File: config.mk
export PLATFORM = sky130hd
export DESIGN_NAME = pong_vga_renderer_flat
export DESIGN_NICKNAME = d
export VERILOG_FILES = /design/src/rtl/pong_vga_renderer_pkg.sv /design/src/rtl/pong_vga_renderer_if.sv /design/src/rtl/pong_vga_renderer_vga_timing.sv /design/src/rtl/pong_vga_renderer.sv /design/src/flat_wrapper.sv
export SDC_FILE = /design/constraint.sdc
export NUM_CORES = 1
export LEC_CHECK = 0
export ABC_CLOCK_PERIOD_IN_PS = 2530
export CAP_MARGIN = 20
export CORE_ASPECT_RATIO = 0.7
export CORE_MARGIN = 3
export CORE_UTILIZATION = 58
export DETAILED_ROUTE_END_ITERATION = 6
export GPL_ROUTABILITY_DRIVEN = 0
export HOLD_SLACK_MARGIN = 0.02
export PLACE_DENSITY = 0.91
export SLEW_MARGIN = 15
export SYNTH_ARGS = -nofsm -noshare
export SYNTH_HDL_FRONTEND = slang
export SYNTH_SLANG_ARGS = --single-unit
File: constraint.sdc
create_clock -name clk -period 2.53 [get_ports clk]
set_input_delay 0.506 -clock clk [delete_from_list [all_inputs] [get_ports clk]]
set_output_delay 0.506 -clock clk [all_outputs]
set_load 0.1 [all_outputs]
File: src/rtl/pong_vga_renderer_pkg.sv
// Shared geometry and timing defaults for the game logic and the VGA renderer,
// plus the game-state snapshot record and an 11-bit half-open range helper.
package pong_vga_renderer_pkg;

   localparam int unsigned H_VISIBLE_DEF    = 640;
   localparam int unsigned H_FRONT_DEF      = 16;
   localparam int unsigned H_SYNC_DEF       = 96;
   localparam int unsigned H_BACK_DEF       = 48;
   localparam int unsigned V_VISIBLE_DEF    = 480;
   localparam int unsigned V_FRONT_DEF      = 10;
   localparam int unsigned V_SYNC_DEF       = 2;
   localparam int unsigned V_BACK_DEF       = 33;
   localparam int unsigned PAD_WIDTH_DEF    = 8;
   localparam int unsigned PAD_HEIGHT_DEF   = 64;
   localparam int unsigned PAD_DISTANCE_DEF = 16;
   localparam int unsigned BALL_SIZE_DEF    = 8;

   typedef struct packed {
      logic [9:0] pad_left;
      logic [9:0] pad_right;
      logic [9:0] ball_x;
      logic [8:0] ball_y;
   } game_state_t;

   // 11-bit compare so objects near the edge clip instead of wrapping to 0
   function automatic logic in_span(input logic [10:0] pos,
                                    input logic [10:0] lo,
                                    input logic [10:0] len);
      return (pos >= lo) && (pos < lo + len);
   endfunction

endpackage

File: src/rtl/pong_vga_renderer_if.sv
// Game-state interface: game logic (master) drives pad and ball positions,
// the renderer (slave) samples them once per frame.
interface pong_vga_renderer_if;
   logic [9:0] pad_left;
   logic [9:0] pad_right;
   logic [9:0] ball_x;
   logic [8:0] ball_y;

   modport master (output pad_left, pad_right, ball_x, ball_y);
   modport slave  (input  pad_left, pad_right, ball_x, ball_y);
endinterface

File: src/rtl/pong_vga_renderer_vga_timing.sv
// VGA raster counters with raw (unregistered) sync, visible flag and a
// frame_end strobe for the last pixel of the last line.
module pong_vga_renderer_vga_timing #(
   parameter int unsigned H_VISIBLE = 640,
   parameter int unsigned H_FRONT   = 16,
   parameter int unsigned H_SYNC    = 96,
   parameter int unsigned H_BACK    = 48,
   parameter int unsigned V_VISIBLE = 480,
   parameter int unsigned V_FRONT   = 10,
   parameter int unsigned V_SYNC    = 2,
   parameter int unsigned V_BACK    = 33
) (
   input  logic       clk,
   input  logic       rst,
   input  logic       pix_ce_i,
   output logic [9:0] hcnt_o,
   output logic [9:0] vcnt_o,
   output logic       hsync_raw_o,
   output logic       vsync_raw_o,
   output logic       visible_o,
   output logic       frame_end_o
);
   localparam int unsigned H_TOTAL = H_VISIBLE + H_FRONT + H_SYNC + H_BACK;
   localparam int unsigned V_TOTAL = V_VISIBLE + V_FRONT + V_SYNC + V_BACK;
   localparam logic [9:0]  H_LAST  = 10'(H_TOTAL - 1);
   localparam logic [9:0]  V_LAST  = 10'(V_TOTAL - 1);

   logic [9:0] hcnt_q, hcnt_d;
   logic [9:0] vcnt_q, vcnt_d;

   always_comb begin
      hcnt_d = hcnt_q;
      vcnt_d = vcnt_q;
      if (pix_ce_i) begin
         if (hcnt_q == H_LAST) begin
            hcnt_d = '0;
            vcnt_d = (vcnt_q == V_LAST) ? '0 : vcnt_q + 10'd1;
         end else begin
            hcnt_d = hcnt_q + 10'd1;
         end
      end
   end

   always_ff @(posedge clk or posedge rst) begin
      if (rst) begin
         hcnt_q <= '0;
         vcnt_q <= '0;
      end else begin
         hcnt_q <= hcnt_d;
         vcnt_q <= vcnt_d;
      end
   end

   assign hcnt_o      = hcnt_q;
   assign vcnt_o      = vcnt_q;
   assign hsync_raw_o = !((hcnt_q >= 10'(H_VISIBLE + H_FRONT)) &&
                          (hcnt_q <  10'(H_VISIBLE + H_FRONT + H_SYNC)));
   assign vsync_raw_o = !((vcnt_q >= 10'(V_VISIBLE + V_FRONT)) &&
                          (vcnt_q <  10'(V_VISIBLE + V_FRONT + V_SYNC)));
   assign visible_o   = (hcnt_q < 10'(H_VISIBLE)) && (vcnt_q < 10'(V_VISIBLE));
   assign frame_end_o = (hcnt_q == H_LAST) && (vcnt_q == V_LAST);

endmodule

File: src/rtl/pong_vga_renderer.sv
// Pong VGA renderer: per-frame game-state snapshot, object hit tests and a
// registered sync/RGB stage. Define CENTER_NET_EN to draw the dashed centre net.
module pong_vga_renderer
   import pong_vga_renderer_pkg::*;
#(
   parameter int unsigned H_VISIBLE    = H_VISIBLE_DEF,
   parameter int unsigned H_FRONT      = H_FRONT_DEF,
   parameter int unsigned H_SYNC       = H_SYNC_DEF,
   parameter int unsigned H_BACK       = H_BACK_DEF,
   parameter int unsigned V_VISIBLE    = V_VISIBLE_DEF,
   parameter int unsigned V_FRONT      = V_FRONT_DEF,
   parameter int unsigned V_SYNC       = V_SYNC_DEF,
   parameter int unsigned V_BACK       = V_BACK_DEF,
   parameter int unsigned PAD_WIDTH    = PAD_WIDTH_DEF,
   parameter int unsigned PAD_HEIGHT   = PAD_HEIGHT_DEF,
   parameter int unsigned PAD_DISTANCE = PAD_DISTANCE_DEF,
   parameter int unsigned BALL_SIZE    = BALL_SIZE_DEF
) (
   input  logic                clk,
   input  logic                rst,
   input  logic                pix_ce,
   pong_vga_renderer_if.slave  gs,
   output logic                hsync,
   output logic                vsync,
   output logic [2:0]          rgb,
   output logic                frame_tick
);
   logic [9:0]  hcnt, vcnt;
   logic        hsync_raw, vsync_raw, visible, frame_end;
   logic [10:0] h11, v11;
   logic        lpad_hit, rpad_hit, ball_hit, net_hit;
   logic [2:0]  rgb_d;
   logic        hsync_q, vsync_q;
   logic [2:0]  rgb_q;
   game_state_t snap_q, snap_d;

   pong_vga_renderer_vga_timing #(
      .H_VISIBLE (H_VISIBLE), .H_FRONT (H_FRONT), .H_SYNC (H_SYNC), .H_BACK (H_BACK),
      .V_VISIBLE (V_VISIBLE), .V_FRONT (V_FRONT), .V_SYNC (V_SYNC), .V_BACK (V_BACK)
   ) u_timing (
      .clk         (clk),
      .rst         (rst),
      .pix_ce_i    (pix_ce),
      .hcnt_o      (hcnt),
      .vcnt_o      (vcnt),
      .hsync_raw_o (hsync_raw),
      .vsync_raw_o (vsync_raw),
      .visible_o   (visible),
      .frame_end_o (frame_end)
   );

   always_comb begin
      h11      = {1'b0, hcnt};
      v11      = {1'b0, vcnt};
      lpad_hit = in_span(h11, 11'(PAD_DISTANCE), 11'(PAD_WIDTH)) &&
                 in_span(v11, {1'b0, snap_q.pad_left}, 11'(PAD_HEIGHT));
      rpad_hit = in_span(h11, 11'(H_VISIBLE - PAD_DISTANCE - PAD_WIDTH), 11'(PAD_WIDTH)) &&
                 in_span(v11, {1'b0, snap_q.pad_right}, 11'(PAD_HEIGHT));
      ball_hit = in_span(h11, {1'b0, snap_q.ball_x}, 11'(BALL_SIZE)) &&
                 in_span(v11, {2'b00, snap_q.ball_y}, 11'(BALL_SIZE));
`ifdef CENTER_NET_EN
      net_hit  = in_span(h11, 11'(H_VISIBLE / 2 - 2), 11'd4) && !vcnt[4];
`else
      net_hit  = 1'b0;
`endif
      rgb_d    = (visible && (lpad_hit || rpad_hit || ball_hit || net_hit)) ? '1 : '0;
   end

   // Snapshot loads on the edge that wraps to (0,0), so a whole frame sees one state
   always_comb begin
      snap_d = snap_q;
      if (frame_end) begin
         snap_d.pad_left  = gs.pad_left;
         snap_d.pad_right = gs.pad_right;
         snap_d.ball_x    = gs.ball_x;
         snap_d.ball_y    = gs.ball_y;
      end
   end

   always_ff @(posedge clk or posedge rst) begin
      if (rst) begin
         hsync_q <= 1'b1;
         vsync_q <= 1'b1;
         rgb_q   <= '0;
         snap_q  <= '0;
      end else if (pix_ce) begin
         hsync_q <= hsync_raw;
         vsync_q <= vsync_raw;
         rgb_q   <= rgb_d;
         snap_q  <= snap_d;
      end
   end

   assign hsync      = hsync_q;
   assign vsync      = vsync_q;
   assign rgb        = rgb_q;
   assign frame_tick = pix_ce && frame_end;

endmodule
File: src/flat_wrapper.sv
// flat-port wrapper written by rule: the top's interface ports become plain ports
module pong_vga_renderer_flat import pong_vga_renderer_pkg::*;
#(
   parameter int unsigned H_VISIBLE    = H_VISIBLE_DEF,
   parameter int unsigned H_FRONT      = H_FRONT_DEF,
   parameter int unsigned H_SYNC       = H_SYNC_DEF,
   parameter int unsigned H_BACK       = H_BACK_DEF,
   parameter int unsigned V_VISIBLE    = V_VISIBLE_DEF,
   parameter int unsigned V_FRONT      = V_FRONT_DEF,
   parameter int unsigned V_SYNC       = V_SYNC_DEF,
   parameter int unsigned V_BACK       = V_BACK_DEF,
   parameter int unsigned PAD_WIDTH    = PAD_WIDTH_DEF,
   parameter int unsigned PAD_HEIGHT   = PAD_HEIGHT_DEF,
   parameter int unsigned PAD_DISTANCE = PAD_DISTANCE_DEF,
   parameter int unsigned BALL_SIZE    = BALL_SIZE_DEF
)
  (clk, rst, pix_ce, hsync, vsync, rgb, frame_tick, gs_pad_left, gs_pad_right, gs_ball_x, gs_ball_y);
  pong_vga_renderer_if gs_i ();
  input  logic clk;
  input  logic rst;
  input  logic pix_ce;
  output logic hsync;
  output logic vsync;
  output logic [2:0] rgb;
  output logic frame_tick;
  input wire logic [$bits(gs_i.pad_left)-1:0] gs_pad_left;
  input wire logic [$bits(gs_i.pad_right)-1:0] gs_pad_right;
  input wire logic [$bits(gs_i.ball_x)-1:0] gs_ball_x;
  input wire logic [$bits(gs_i.ball_y)-1:0] gs_ball_y;
  assign gs_i.pad_left = gs_pad_left;
  assign gs_i.pad_right = gs_pad_right;
  assign gs_i.ball_x = gs_ball_x;
  assign gs_i.ball_y = gs_ball_y;
  pong_vga_renderer #(.H_VISIBLE(H_VISIBLE), .H_FRONT(H_FRONT), .H_SYNC(H_SYNC), .H_BACK(H_BACK), .V_VISIBLE(V_VISIBLE), .V_FRONT(V_FRONT), .V_SYNC(V_SYNC), .V_BACK(V_BACK), .PAD_WIDTH(PAD_WIDTH), .PAD_HEIGHT(PAD_HEIGHT), .PAD_DISTANCE(PAD_DISTANCE), .BALL_SIZE(BALL_SIZE)) u_core (.clk(clk), .rst(rst), .pix_ce(pix_ce), .gs(gs_i), .hsync(hsync), .vsync(vsync), .rgb(rgb), .frame_tick(frame_tick));
endmodule
Word-level counts from Yosys, hierarchy flattened
Cells that the tools add are included.

Bits in registers: 64. Bits in latches: 0. Bits in writable memories: 0. Bits in read-only memories: 0. Bits of input ports: 42. Output and inout bits: 6. Memories: 0.

Add/subtract/negate cells: 6. $mul: 0. Divide/modulo/power cells: 0. Order comparisons: 18. Eq/ne operators: 2. Shift operators: 0. Muxes and demuxes: 3. Bitwise gates (word level): 0. Reductions and logical operators: 21.

Operator list (count): $lt 10x11->1 (4); $ge 10x10->1 (3); $lt 10x10->1 const B (3); $add 10x7->11 const B (2); $add 10x1->10 const B (2); $eq 10x10->1 const B (2); $ge 10x10->1 const B (2); $lt 10x9->1 const B (2); $mux 10 (2); $logic_and 1x1->1 (15); $add 10x4->11 const B (1); $add 9x4->10 const B (1); $ge 10x5->1 const B (1); $ge 10x9->1 (1); $ge 10x9->1 const B (1); $lt 10x5->1 const B (1); $reduce_and 2->1 (2); $mux 3 (1); $logic_not 1->1 (2); $logic_or 1x1->1 (2).

Longest topological paths before layout
Gate-level depths: netlist of the first run.

Depth in word-level cells: 8. Depth in mapped cells: 10. Gate-level depth less buffers: 10.

Cells and area by module
A second synthesis of the first run with hierarchy kept.

Cells, all modules: 484. Area total of the unflattened synthesis: 4433.0 um2.

By module, submodules not included: pong_vga_renderer (times used 1, cells each 369, area each 3291.9 um2, sequential area each 1053.5 um2); pong_vga_renderer_vga_timing (times used 1, cells each 115, area each 1141.1 um2, sequential area each 500.5 um2).

Worst setup path before layout of the first run
OpenSTA, ideal clock, no wires.

Kind: register to output. Start: register u_core.u_timing.vcnt_q[0] (netlist: u_core.u_timing.vcnt_o[0]). End: output frame_tick. Arrival: 1.671 ns. Setup slack: 0.353 ns. Cell stages (with the launch flop): 9. Buffers on the path: 2. Path through: dfrtp_1 inv_1 ha_1 nand2_1 nor4_2 nand2_2 nor2_4 buf_6 buf_6.

Cells in the longest elaborated chain, start to end: 3.

Ends and longest elaborated chain: start, declared (RTL line pong_vga_renderer_vga_timing.sv:29) `logic [9:0] vcnt_q, vcnt_d;`; start signal, assigned (RTL line pong_vga_renderer_vga_timing.sv:50) `vcnt_q <= vcnt_d;`; $eq 10x10->1 (RTL line pong_vga_renderer_vga_timing.sv:61) `assign frame_end_o = (hcnt_q == H_LAST) && (vcnt_q == V_LAST);`; $logic_and 1x1->1 (RTL line pong_vga_renderer_vga_timing.sv:61); $logic_and 1x1->1 (RTL line pong_vga_renderer.sv:97) `assign frame_tick = pix_ce && frame_end;`; end, declared (RTL line flat_wrapper.sv:25) `output logic frame_tick;`.

No other way between the ends.

Worst setup path after layout of the first run
Start: register u_core.u_timing.vcnt_q[0] (netlist: u_core.u_timing.vcnt_o[0]). End: register u_core.rgb_q[1] (netlist: u_core.rgb[1]).

Cells in the longest elaborated chain, start to end: 7. Elaborated cells on any way between the ends: 18.

Ends and longest elaborated chain: $lt 10x11->1 or $ge 10x10->1 (tied branches) (RTL line pong_vga_renderer_pkg.sv:29) `return (pos >= lo) && (pos < lo + len);`; $logic_and 1x1->1 (RTL line pong_vga_renderer_pkg.sv:29); $logic_and 1x1->1 (on tied branches) (RTL line pong_vga_renderer.sv:55, pong_vga_renderer.sv:57); $logic_or 1x1->1 (2 in a row) (RTL line pong_vga_renderer.sv:66) `rgb_d = (visible && (lpad_hit || rpad_hit || ball_hit || net_hit)) ? '1 : '0;`; $logic_and 1x1->1 (*) (RTL line pong_vga_renderer.sv:66); $mux 3 (*) (RTL line pong_vga_renderer.sv:66); end signal, assigned (RTL line pong_vga_renderer.sv:89) `rgb_q <= rgb_d;`; end, declared (RTL line pong_vga_renderer.sv:34) `logic [2:0] rgb_q;`.

Every way passes the cells marked *; elsewhere a longest branch is shown, timed or not. A chain may end at the register's enable or synchronous reset.

==> summary.md, run 1 <==
| Metric | Value |
|---|---|
| Critical path launch point | u_core.u_timing.vcnt_o[0]$_DFFE_PP0P_ |
| CP Class | reg -> reg |
| Final ANT Viol Nets | 0 |
| Die Span Y | 80.10 µm |
| Std-Cell Rows | 26 |
| Critical-path cell list | inv_2, buf_4, ha_1, nand2b_1, a211oi_1, o21ai_0, a2111oi_0, nor4_1, a211o_1 |
| Mapped Cells | 477 |
| First-pass DRT Iterations | 5 |
| CP endpoint kind | flop |
| Num ports | 48 |
| Final Max Slew Viols | 0 |
| PwrDens | 418.8 nW/µm² |
| Yosys warns | 0 |
| Chip width | 111.9 µm |
| Synth top area share | 33.00% |
| Routed wire length | 10640 µm |
| Max Clk Rate | 392.9 MHz |
| Die area | 8960 µm² |
| Synth area leaders | dfrtp_1, ha_1, o21ai_2, xnor2_1, nand2_1 |
| Tot Pwr | 2.281 mW |
| Mean post-synth cell area | 9.537 µm² |
| Failing checks | negative setup slack |
| Seq cells post-synth | 62 |
| Worst R2R Start | u_core.u_timing.vcnt_o[0]$_DFFE_PP0P_ |
| Status | complete, but fails checks |
| CTS tree | yes |
| Final Hold Fails | 0 |
| Most frequent cells in the layout | ha_1, dfrtp_1, nand2_1, inv_1, clkdlybuf4s50_1 |
| EDFF count, synth | 0 |
| Wire length per cell | 16.34 µm |
| CTS buffer count | 9 |
| Peak supply drop | 0.0003043 V |
| First-pass GRT wire length | 17740 µm |
| Vias in the first global route | 3714 |
| Max Cap Viol | 0 |
| CTS hold repair buffers | 0 |
| Placed wire-length estimate | 7847 µm |
| Core outline area | 7450 µm² |
| Max Root-Sink Buffers | 2 |
| Clk Latency, worst-skew pair | 360 ps |
| End point of the critical path | u_core.rgb[1]$_DFFE_PP0P_ |
| Largest stage delay, worst path | 580 ps |
| Rel. slew slack | 58.04% |
| Layout cells sized above 1 | 18.81% |
| Final Skew | 10.83 ps |
| Clk slew on worst S/H paths | 70 ps |
| Asr flop ratio synth | 100.0% |
| Final setup TNS | -14.90 ps |
| Lkg Pwr | 2.646 nW |
| Synthesis-to-finish area growth | 19.75% |
| Reg2reg end | u_core.rgb[1]$_DFFE_PP0P_ |
| Setup crit start kind | flop |
| Initial antenna violation count | 0 |
| Period utilisation layout | 100.6% |
| # DRC | 0 |
| Yosys cell types | 56 |
| Largest net degree at the start of global routing | 63 |
| Min Clock Period, post-route | 2545 ps |
| Remaining Overflow, GRT | 0 |
| Synth area leader | dfrtp_1 |
| Commonest non-fill, non-tap cell in the layout | ha_1 |
| Post-place setup slack | 127.4 ps |
| Initial Util | 61.07% |
| Register area share after synthesis | 34.16% |
| Worst EP required | 2770 ps |
| CP Data Arrival Time | 2790 ps |
| Worst Hold Class | reg -> reg |
| Vias per cell | 5.751 |
| CP max stage cell | a2111oi_0 |
| Ant. Diodes | 0 |
| Number of clock sinks | 62 |
| Synthesized net count | 589 |
| Initial DRC Count | 227 |
| Area after DPL | 5155 µm² |
| Design area | 5448 µm² |
| Internal reg-to-reg setup slack | -10 ps |
| Root Buffer | clkbuf_8 |
| Cell Area, Synth | 4549 µm² |
| Via count | 3744 |
| Overall fraction of global-route tracks in use | 25.07% |
| H-tree Lvls | 3 |
| Ys flop type | dfrtp_1 |
| Worst slew pin tran | 613.5 ps |
| Finish-stage setup viols | 1 |
| Fin worst setup slack | -14.90 ps |
| Crit-path max FO | 3 |
| Number of port buffers | 47 |
| Reg2Reg Depth | 9 |
| # nets final | 660 |
==> area by class of cell <==
cell class,instances,area [µm²]
multi-input cells,358,2749
well taps,98,122.6
flip-flops and latches,62,1556
inverters,45,168.9
clock inverters,6,38.79
clock buffers,10,127.6
fillers,544,2002
repair buffers,72,684.4
==> routing by layer <==
layer	vias to the layer above	GRT usage [%]	routed length (µm)
met5	-	0	0
met4	0	10.09	280
met3	28	6.325	569
met2	98	39.83	4780
met1	1792	33.05	5004
li1	1826	-	-
==> cell families (layout without fill, tap and decap cells) <==
logic type                 count (synthesis)  after routing  share of synthesized area (%)
and+or+nand+nor                          149            149                          18.29
AOI/OAI and AO/OA                        108            108                          16.01
adders and majority gates                 70             70                          19.25
DFF                                       62             62                          34.16
buffers and inverters                     57            133                          6.078
xor gates and xnor gates                  26             26                          5.006
muxes                                      5              5                          1.210
==> power by group <==
group / leakage (nW) / internal [mW] / switching, mW
Sequential: 0.658 / 1.04 / 0.104
Clock: 0.0820 / 0.351 / 0.412
Combinational: 1.91 / 0.202 / 0.174
==> worst min-delay path by stage <==
stage	end	start	slack [ps]	cells after the start
6_report	u_core.hsync$_DFFE_PP1P_	u_core.hsync$_DFFE_PP1P_	500	2
5_1_grt	u_core.hsync$_DFFE_PP1P_	u_core.hsync$_DFFE_PP1P_	510	2
4_1_cts	u_core.hsync$_DFFE_PP1P_	u_core.hsync$_DFFE_PP1P_	500	2
3_5_place_dp	u_core.hsync$_DFFE_PP1P_	u_core.hsync$_DFFE_PP1P_	490	2
3_3_place_gp	u_core.snap_q[0]$_DFFE_PP0P_	u_core.snap_q[0]$_DFFE_PP0P_	480	1
2_1_floorplan	u_core.snap_q[0]$_DFFE_PP0P_	u_core.snap_q[0]$_DFFE_PP0P_	460	1
==> synthesized netlist by cell type, types with 2 or more instances <==
cell type   n
o2111ai_1   2
and4_1      3
o21ai_2    27
nand4b_1    2
and3_1      4
inv_1      45
nor2_2      2
o21ai_0    20
nor4_1      4
ha_1       70
a21o_1      8
o21ai_1     6
a211oi_1    3
nand2_2    11
nand2b_1    6
mux2_1      4
o31ai_1     2
xnor2_1    23
a211o_1     2
buf_4       3
dfrtp_1    60
xor2_1      3
nor2b_1     5
nand3_1    19
nand2_1    49
a21oi_1    28
a2111oi_0   4
dfstp_2     2
buf_2       2
nand4_1     9
buf_6       5
nand3b_1    2
nor2_1     15
nor3_1      5
==> registers in the layout (all words and copies together), names as in the netlist <==
signal / flops
u_core.hsync: 1
u_core.rgb: 1
u_core.snap_q: 39
u_core.u_timing.hcnt_o: 10
u_core.u_timing.vcnt_o: 10
u_core.vsync: 1
==> critical path: cells and delay by family, from the launching register on <==
kind | cells | cell delay, ps
adders and majority gates | 1 | 270
and+or+nand+nor | 2 | 290
AOI/OAI and AO/OA | 4 | 1310
buffers and inverters | 2 | 180
DFF | 1 | 390
==> repair_timing <==
item,in CTS,in global routing
setup endpoints to repair,1,2
gates cloned,0,0
pin swaps,0,3
setup buffers,1,11
resized for setup,0,9
==> through the flow <==
step	utilization, %	hold WS (ps)	cells
after floorplan	-	462.3	477
after global placement	69.20	480.5	623
after detailed placement	69.20	485.0	623
after CTS	71.53	496.4	640
after global routing	73.13	509.8	651
final	73.13	496.5	651
No activity file was read; power rests on OpenSTA's default activity.
==> run 2, diff against run 1 <==
--- a/config.mk
+++ b/config.mk
@@ -12,5 +12,5 @@
 export CORE_UTILIZATION = 58
 export DETAILED_ROUTE_END_ITERATION = 6
-export GPL_ROUTABILITY_DRIVEN = 0
+export GPL_TIMING_DRIVEN = 0
 export HOLD_SLACK_MARGIN = 0.02
 export PLACE_DENSITY = 0.91
==> constraint.sdc (replaced) <==
create_clock -name clk -period 2.53 [get_ports clk]
set_input_delay 0.3795 -clock clk [delete_from_list [all_inputs] [get_ports clk]]
set_output_delay 0.3795 -clock clk [all_outputs]
set_load 0.1 [all_outputs]
==> run 2 against run 1 <==
Effect of this change:
- via count increased by 2.4%
- cell count down 1.7%
- the flow now finishes without violations
- highest routed layer unchanged
- critical path type unchanged
- routed wire length up 8.8%
==> summary.md, run 2 (synthesis gave the netlist of run 1 again) <==
| Metric | Value |
|---|---|
| Commonest non-fill, non-tap cell in the layout | ha_1 |
| WHS | 495.2 ps |
| Rel. slew slack | 34.45% |
| Overall fraction of global-route tracks in use | 27.38% |
| Vias per cell | 5.988 |
| CP max stage cell | dfrtp_1 |
| Final Max Slew Viols | 0 |
| Design area | 5431 µm² |
| Cell family with most CP delay | compound AO/OA/AOI/OAI gates |
| Largest stage delay, worst path | 700 ps |
| Num ports | 48 |
| Routed wire length | 11570 µm |
| CP Class | reg -> reg |
| Buf+Inv Stages, Crit Path | 0 |
| Area after DPL | 5145 µm² |
| Max Root-Sink Buffers | 2 |
| Initial DRC Count | 319 |
| Final Hold Fails | 0 |
| CTS tree | yes |
| Remaining Overflow, GRT | 0 |
| Clk Latency, worst-skew pair | 360 ps |
| Placed Instances | 622 |
| First-pass DRT Iterations | 6 |
| Most frequent cells in the layout | ha_1, dfrtp_1, nand2_1, clkdlybuf4s50_1, inv_1 |
| CP endpoint kind | flop |
| CTS hold repair buffers | 0 |
| # DRC | 0 |
| Finish-stage setup viols | 0 |
| Synthesis-to-finish area growth | 19.39% |
| CTS buffer count | 9 |
| Setup crit start kind | flop |
| Max Cap Viol | 0 |
| Initial antenna violation count | 0 |
| Final ANT Viol Nets | 0 |
| Filler cells | 528 |
| H-tree Lvls | 3 |
| PwrDens | 464.0 nW/µm² |
| Die Span Y | 80.10 µm |
| Critical-path cell list | ha_1, nand4_1, a21oi_1, a2111oi_0, o31ai_1, and3_1, a211o_1 |
| Worst EP required | 2780 ps |
| Wire length per cell | 18.08 µm |
| Std-Cell Rows | 26 |
| Largest net degree at the start of global routing | 63 |
| Reg with most FFs | u_core.snap_q |
| CP Data Arrival Time | 2690 ps |
| Root Buffer | clkbuf_8 |
| Final Skew | 9.797 ps |
| Status | complete, no violations |
| Peak supply drop | 0.0003829 V |
| # nets final | 649 |
| Tot Pwr | 2.520 mW |
| Via count | 3832 |
| RSZ-0062 raised after global routing | true |
| Die area | 8960 µm² |
| Max FFs per register | 39 |
| Crit-path max FO | 11 |
| Placed wire-length estimate | 8195 µm |
| Vias in the first global route | 4024 |
| Clk slew on worst S/H paths | 70 ps |
| Worst Hold Class | reg -> reg |
| Worst slew pin tran | 980.2 ps |
| Ant. Diodes | 0 |
| Finished Layout Cells | 640 |
| Lkg Pwr | 2.615 nW |
| Layout cells sized above 1 | 16.61% |
| Max Clk Rate | 410.4 MHz |
| Number of clock sinks | 62 |
| Number of port buffers | 47 |
| First-pass GRT wire length | 19350 µm |
| Core outline area | 7450 µm² |
| Min Clock Period, post-route | 2437 ps |
| Period utilisation layout | 96.31% |
| RD Place Congestion | 0.9041 |
| Chip width | 111.9 µm |
| Initial Util | 61.07% |
run 2: layout make-up:
type / count / area, µm² / area share (%)
inverter: 45 / 171.4 / 3.156
buffer: 11 / 105.1 / 1.935
timing repair buffer: 50 / 503.0 / 9.261
multi-input combinational: 358 / 2744 / 50.52
sequential: 62 / 1560 / 28.73
clock buffer: 12 / 155.1 / 2.856
clock inverter: 4 / 70.07 / 1.290
tap: 98 / 122.6 / 2.258
run 2: final timing paths:
| check | from | end | slack (ps) | depth (start not counted) |
|---|---|---|---|---|
| worst min-delay path | u_core.vsync$_DFFE_PP1P_ | u_core.vsync$_DFFE_PP1P_ | 500 | 2 |
| worst max register to register | u_core.u_timing.vcnt_o[6]$_DFFE_PP0P_ | u_core.rgb[1]$_DFFE_PP0P_ | 90 | 7 |
| worst max-delay path | u_core.u_timing.vcnt_o[6]$_DFFE_PP0P_ | u_core.rgb[1]$_DFFE_PP0P_ | 90 | 7 |
| worst min register to register | u_core.vsync$_DFFE_PP1P_ | u_core.vsync$_DFFE_PP1P_ | 500 | 2 |
| max in group asynchronous | rst | u_core.u_timing.vcnt_o[1]$_DFFE_PP0P_ | 1450 | 2 |
| min in group asynchronous | rst | u_core.snap_q[15]$_DFFE_PP0P_ | 530 | 2 |
run 2: where the power goes:
group / switching [mW] / leakage (nW) / internal, mW
sequential: 0.105 / 0.653 / 1.04
combinational: 0.162 / 1.84 / 0.194
clock: 0.415 / 0.116 / 0.606
run 2: worst min-delay path, stage by stage, from the launching register on:
cell and delay (ps):
dfstp_2 370, nor2_1 70, a21oi_1 50
run 2: what timing repair did:
action | 4_1_cts | 5_1_grt
endpoints found under the hold margin | 0 | 0
pin swaps | 1 | 0
setup buffers | 1 | 2
setup endpoints to repair | 1 | 2
gates resized for setup | 16 | 6
run 2: metrics by stage:
step,setup TNS (ps),worst slack (ps),util (%)
6_report,0,93.37,72.91
5_1_grt,-19.31,-19.31,72.91
4_1_cts,0,43.08,72.46
3_5_place_dp,-1114,-1114,69.06
3_3_place_gp,-28780,-1065,69.03
2_1_floorplan,0,443.7,-
run 2: metal layers:
metal	GRT usage, %	part of all wire [%]	vias to the layer above
met2	44.62	47	165
met5	0	0	-
met1	35.57	44	1835
met4	7.169	1.1	0
met3	8.660	8.3	18
li1	-	-	1814
==> run 3, diff against run 2 <==
Settings changed: GPL_TIMING_DRIVEN 0 to unset, SLEW_MARGIN 15 to 30.
==> run 3 against run 2 <==
Effect of this change:
- sequential power about the same
- register-to-register slack got worse by 50 ps
- worst setup slack got worse by 52 ps
- non-clock buffer count decreased by 3
- combinational power increased by 4%
- power increased by 1.9%
- hold slack got worse by 86 ps
- via count decreased by 1.5%
- core utilization decreased by 0.52 points
==> summary.md, run 3 (synthesis gave the netlist of run 1 again) <==
| Metric | Value |
|---|---|
| Status | complete, no violations |
| Ant. Diodes | 0 |
| Via count | 3773 |
| Peak supply drop | 0.0004775 V |
| Lkg Pwr | 2.615 nW |
| CTS hold repair buffers | 0 |
| Period utilisation layout | 98.36% |
| Min Clock Period, post-route | 2488 ps |
| Max FFs per register | 39 |
| GRT met3 Usage | 7.154% |
| Commonest non-fill, non-tap cell in the layout | ha_1 |
| RSZ-0062 raised after global routing | false |
| Final Max Slew Viols | 0 |
| Final Skew | 10.57 ps |
| Register area | 1554 µm² |
| Number of port buffers | 47 |
| Die Span Y | 80.10 µm |
| Placed Instances | 620 |
| Number of clock sinks | 62 |
| Filler cells | 524 |
| Met2 usage | 39.29% |
| Clk Latency, worst-skew pair | 350 ps |
| Initial DRC Count | 323 |
| Chip width | 111.9 µm |
| CTS tree | yes |
| Crit-path max FO | 6 |
| Max Clk Rate | 401.9 MHz |
| Root Buffer | clkbuf_8 |
| Max Root-Sink Buffers | 2 |
| Num ports | 48 |
| Worst Hold Class | in -> async |
| Core outline area | 7450 µm² |
| Routed wire length | 10550 µm |
| Final Hold Fails | 0 |
| Psw | 0.6808 mW |
| Placed wire-length estimate | 7711 µm |
| CP Data Arrival Time | 2720 ps |
| Worst slew pin tran | 533.1 ps |
| Pint | 1.887 mW |
| Synthesis-to-finish area growth | 18.54% |
| Max Cap Viol | 0 |
| Remaining Overflow, GRT | 0 |
| Gr busiest metal | met2 |
| H-tree Lvls | 3 |
| # DRC | 0 |
| Final setup TNS | 0 ps |
| Overall fraction of global-route tracks in use | 25.03% |
| Worst EP required | 2760 ps |
| Vias per cell | 5.923 |
| CP Class | reg -> reg |
| Internal reg-to-reg setup slack | 40 ps |
| Sequential Power Share | 44.5% |
| Std-Cell Rows | 26 |
| RD Place Congestion | 0.8832 |
| Clock power frac | 41.1% |
| Finish-stage setup viols | 0 |
| Initial Util | 61.07% |
| Initial antenna violation count | 0 |
| # nets final | 646 |
| CP endpoint kind | flop |
| First-pass DRT Iterations | 5 |
| Logic gate share of total power | 14.4% |
| Vias in the first global route | 3672 |
| First-pass GRT wire length | 17820 µm |
| Largest net degree at the start of global routing | 63 |
| Reg with most FFs | u_core.snap_q |
| PwrDens | 476.2 nW/µm² |
| Final ANT Viol Nets | 0 |
| Die area | 8960 µm² |
| Design area | 5393 µm² |
| Area after DPL | 5132 µm² |
| Rel. slew slack | 64.37% |
| Setup crit start kind | flop |
| Clk slew on worst S/H paths | 80 ps |
| Most frequent cells in the layout | ha_1, dfrtp_1, nand2_1, inv_1, clkdlybuf4s50_1 |
| Wire length per cell | 16.56 µm |
| Met1 usage | 33.17% |
| Multi-input gate area | 2735 µm² |
| CTS buffer count | 9 |
| Switching part of the total | 26.51% |
| Finished Layout Cells | 637 |
| Layout cells sized above 1 | 16.14% |
## run 3: changes by cell type in the layout (fill, tap and decap cells not counted), sizes merged
cell,previous run,this run
clkdlybuf4s50,46,41
clkbuf,13,9
buf,14,17
bufinv,2,3
clkinv,2,3
clkinvlp,0,1
## run 3: worst max-delay path, stage by stage, from the launching register on
cell and delay, ps:
dfrtp_1 460, inv_2 110, ha_1 290, nand2b_1 140, a211oi_1 290, o21ai_0 160
a2111oi_1 530, nor4_2 110, a211o_1 280
## run 3: power by group through the flow
stage | logic (mW) | clock network [mW] | registers, mW
floorplan | 0.236 | 0 | 1.12
global placement | 0.343 | 0 | 1.15
detailed placement | 0.359 | 0 | 1.16
CTS | 0.369 | 1.07 | 1.14
global route | 0.421 | 1.11 | 1.15
finish | 0.371 | 1.05 | 1.14
## run 3: repair_timing
item | CTS | global route
gates resized for setup | 0 | 4
setup endpoints to repair | 0 | 2
setup buffers | 0 | 1
## run 3: layout make-up
type	count	area share [%]
clock buffer	9	2.297
inverter	45	3.132
tap	98	2.274
clock inverter	7	2.088
multi-input combinational	358	50.72
sequential	62	28.82
timing repair buffer	58	10.67
## run 3: path summary, 6_finish.rpt
path                                                             from                             to  cells after the start
worst min-delay path                                              rst  u_core.snap_q[16]$_DFFE_PP0P_                      3
worst min register to register               u_core.vsync$_DFFE_PP1P_       u_core.vsync$_DFFE_PP1P_                      2
min in group clk                             u_core.vsync$_DFFE_PP1P_       u_core.vsync$_DFFE_PP1P_                      2
max in group asynchronous                                         rst       u_core.vsync$_DFFE_PP1P_                      3
worst max register to register  u_core.u_timing.vcnt_o[0]$_DFFE_PP0P_      u_core.rgb[1]$_DFFE_PP0P_                      8
worst max-delay path            u_core.u_timing.vcnt_o[0]$_DFFE_PP0P_      u_core.rgb[1]$_DFFE_PP0P_                      8
## run 3: layer usage
layer / share of wire (%) / vias to the layer above
met5: 0 / -
met4: 1.6 / 0
met3: 7.1 / 17
met2: 46 / 126
met1: 46 / 1839
li1: - / 1791
## run 3: through the flow
| step | util (%) | total power [mW] | hold WS [ps] | worst slack, ps |
|---|---|---|---|---|
| floorplan | - | 1.359 | 462.3 | 443.7 |
| global placement | 68.89 | 1.491 | 485.5 | 190.3 |
| detailed placement | 68.89 | 1.516 | 481.3 | 79.88 |
| CTS | 72.07 | 2.573 | 415.5 | 49.76 |
| global route | 72.39 | 2.687 | 462.8 | 6.372 |
| finish | 72.39 | 2.568 | 409.7 | 41.55 |
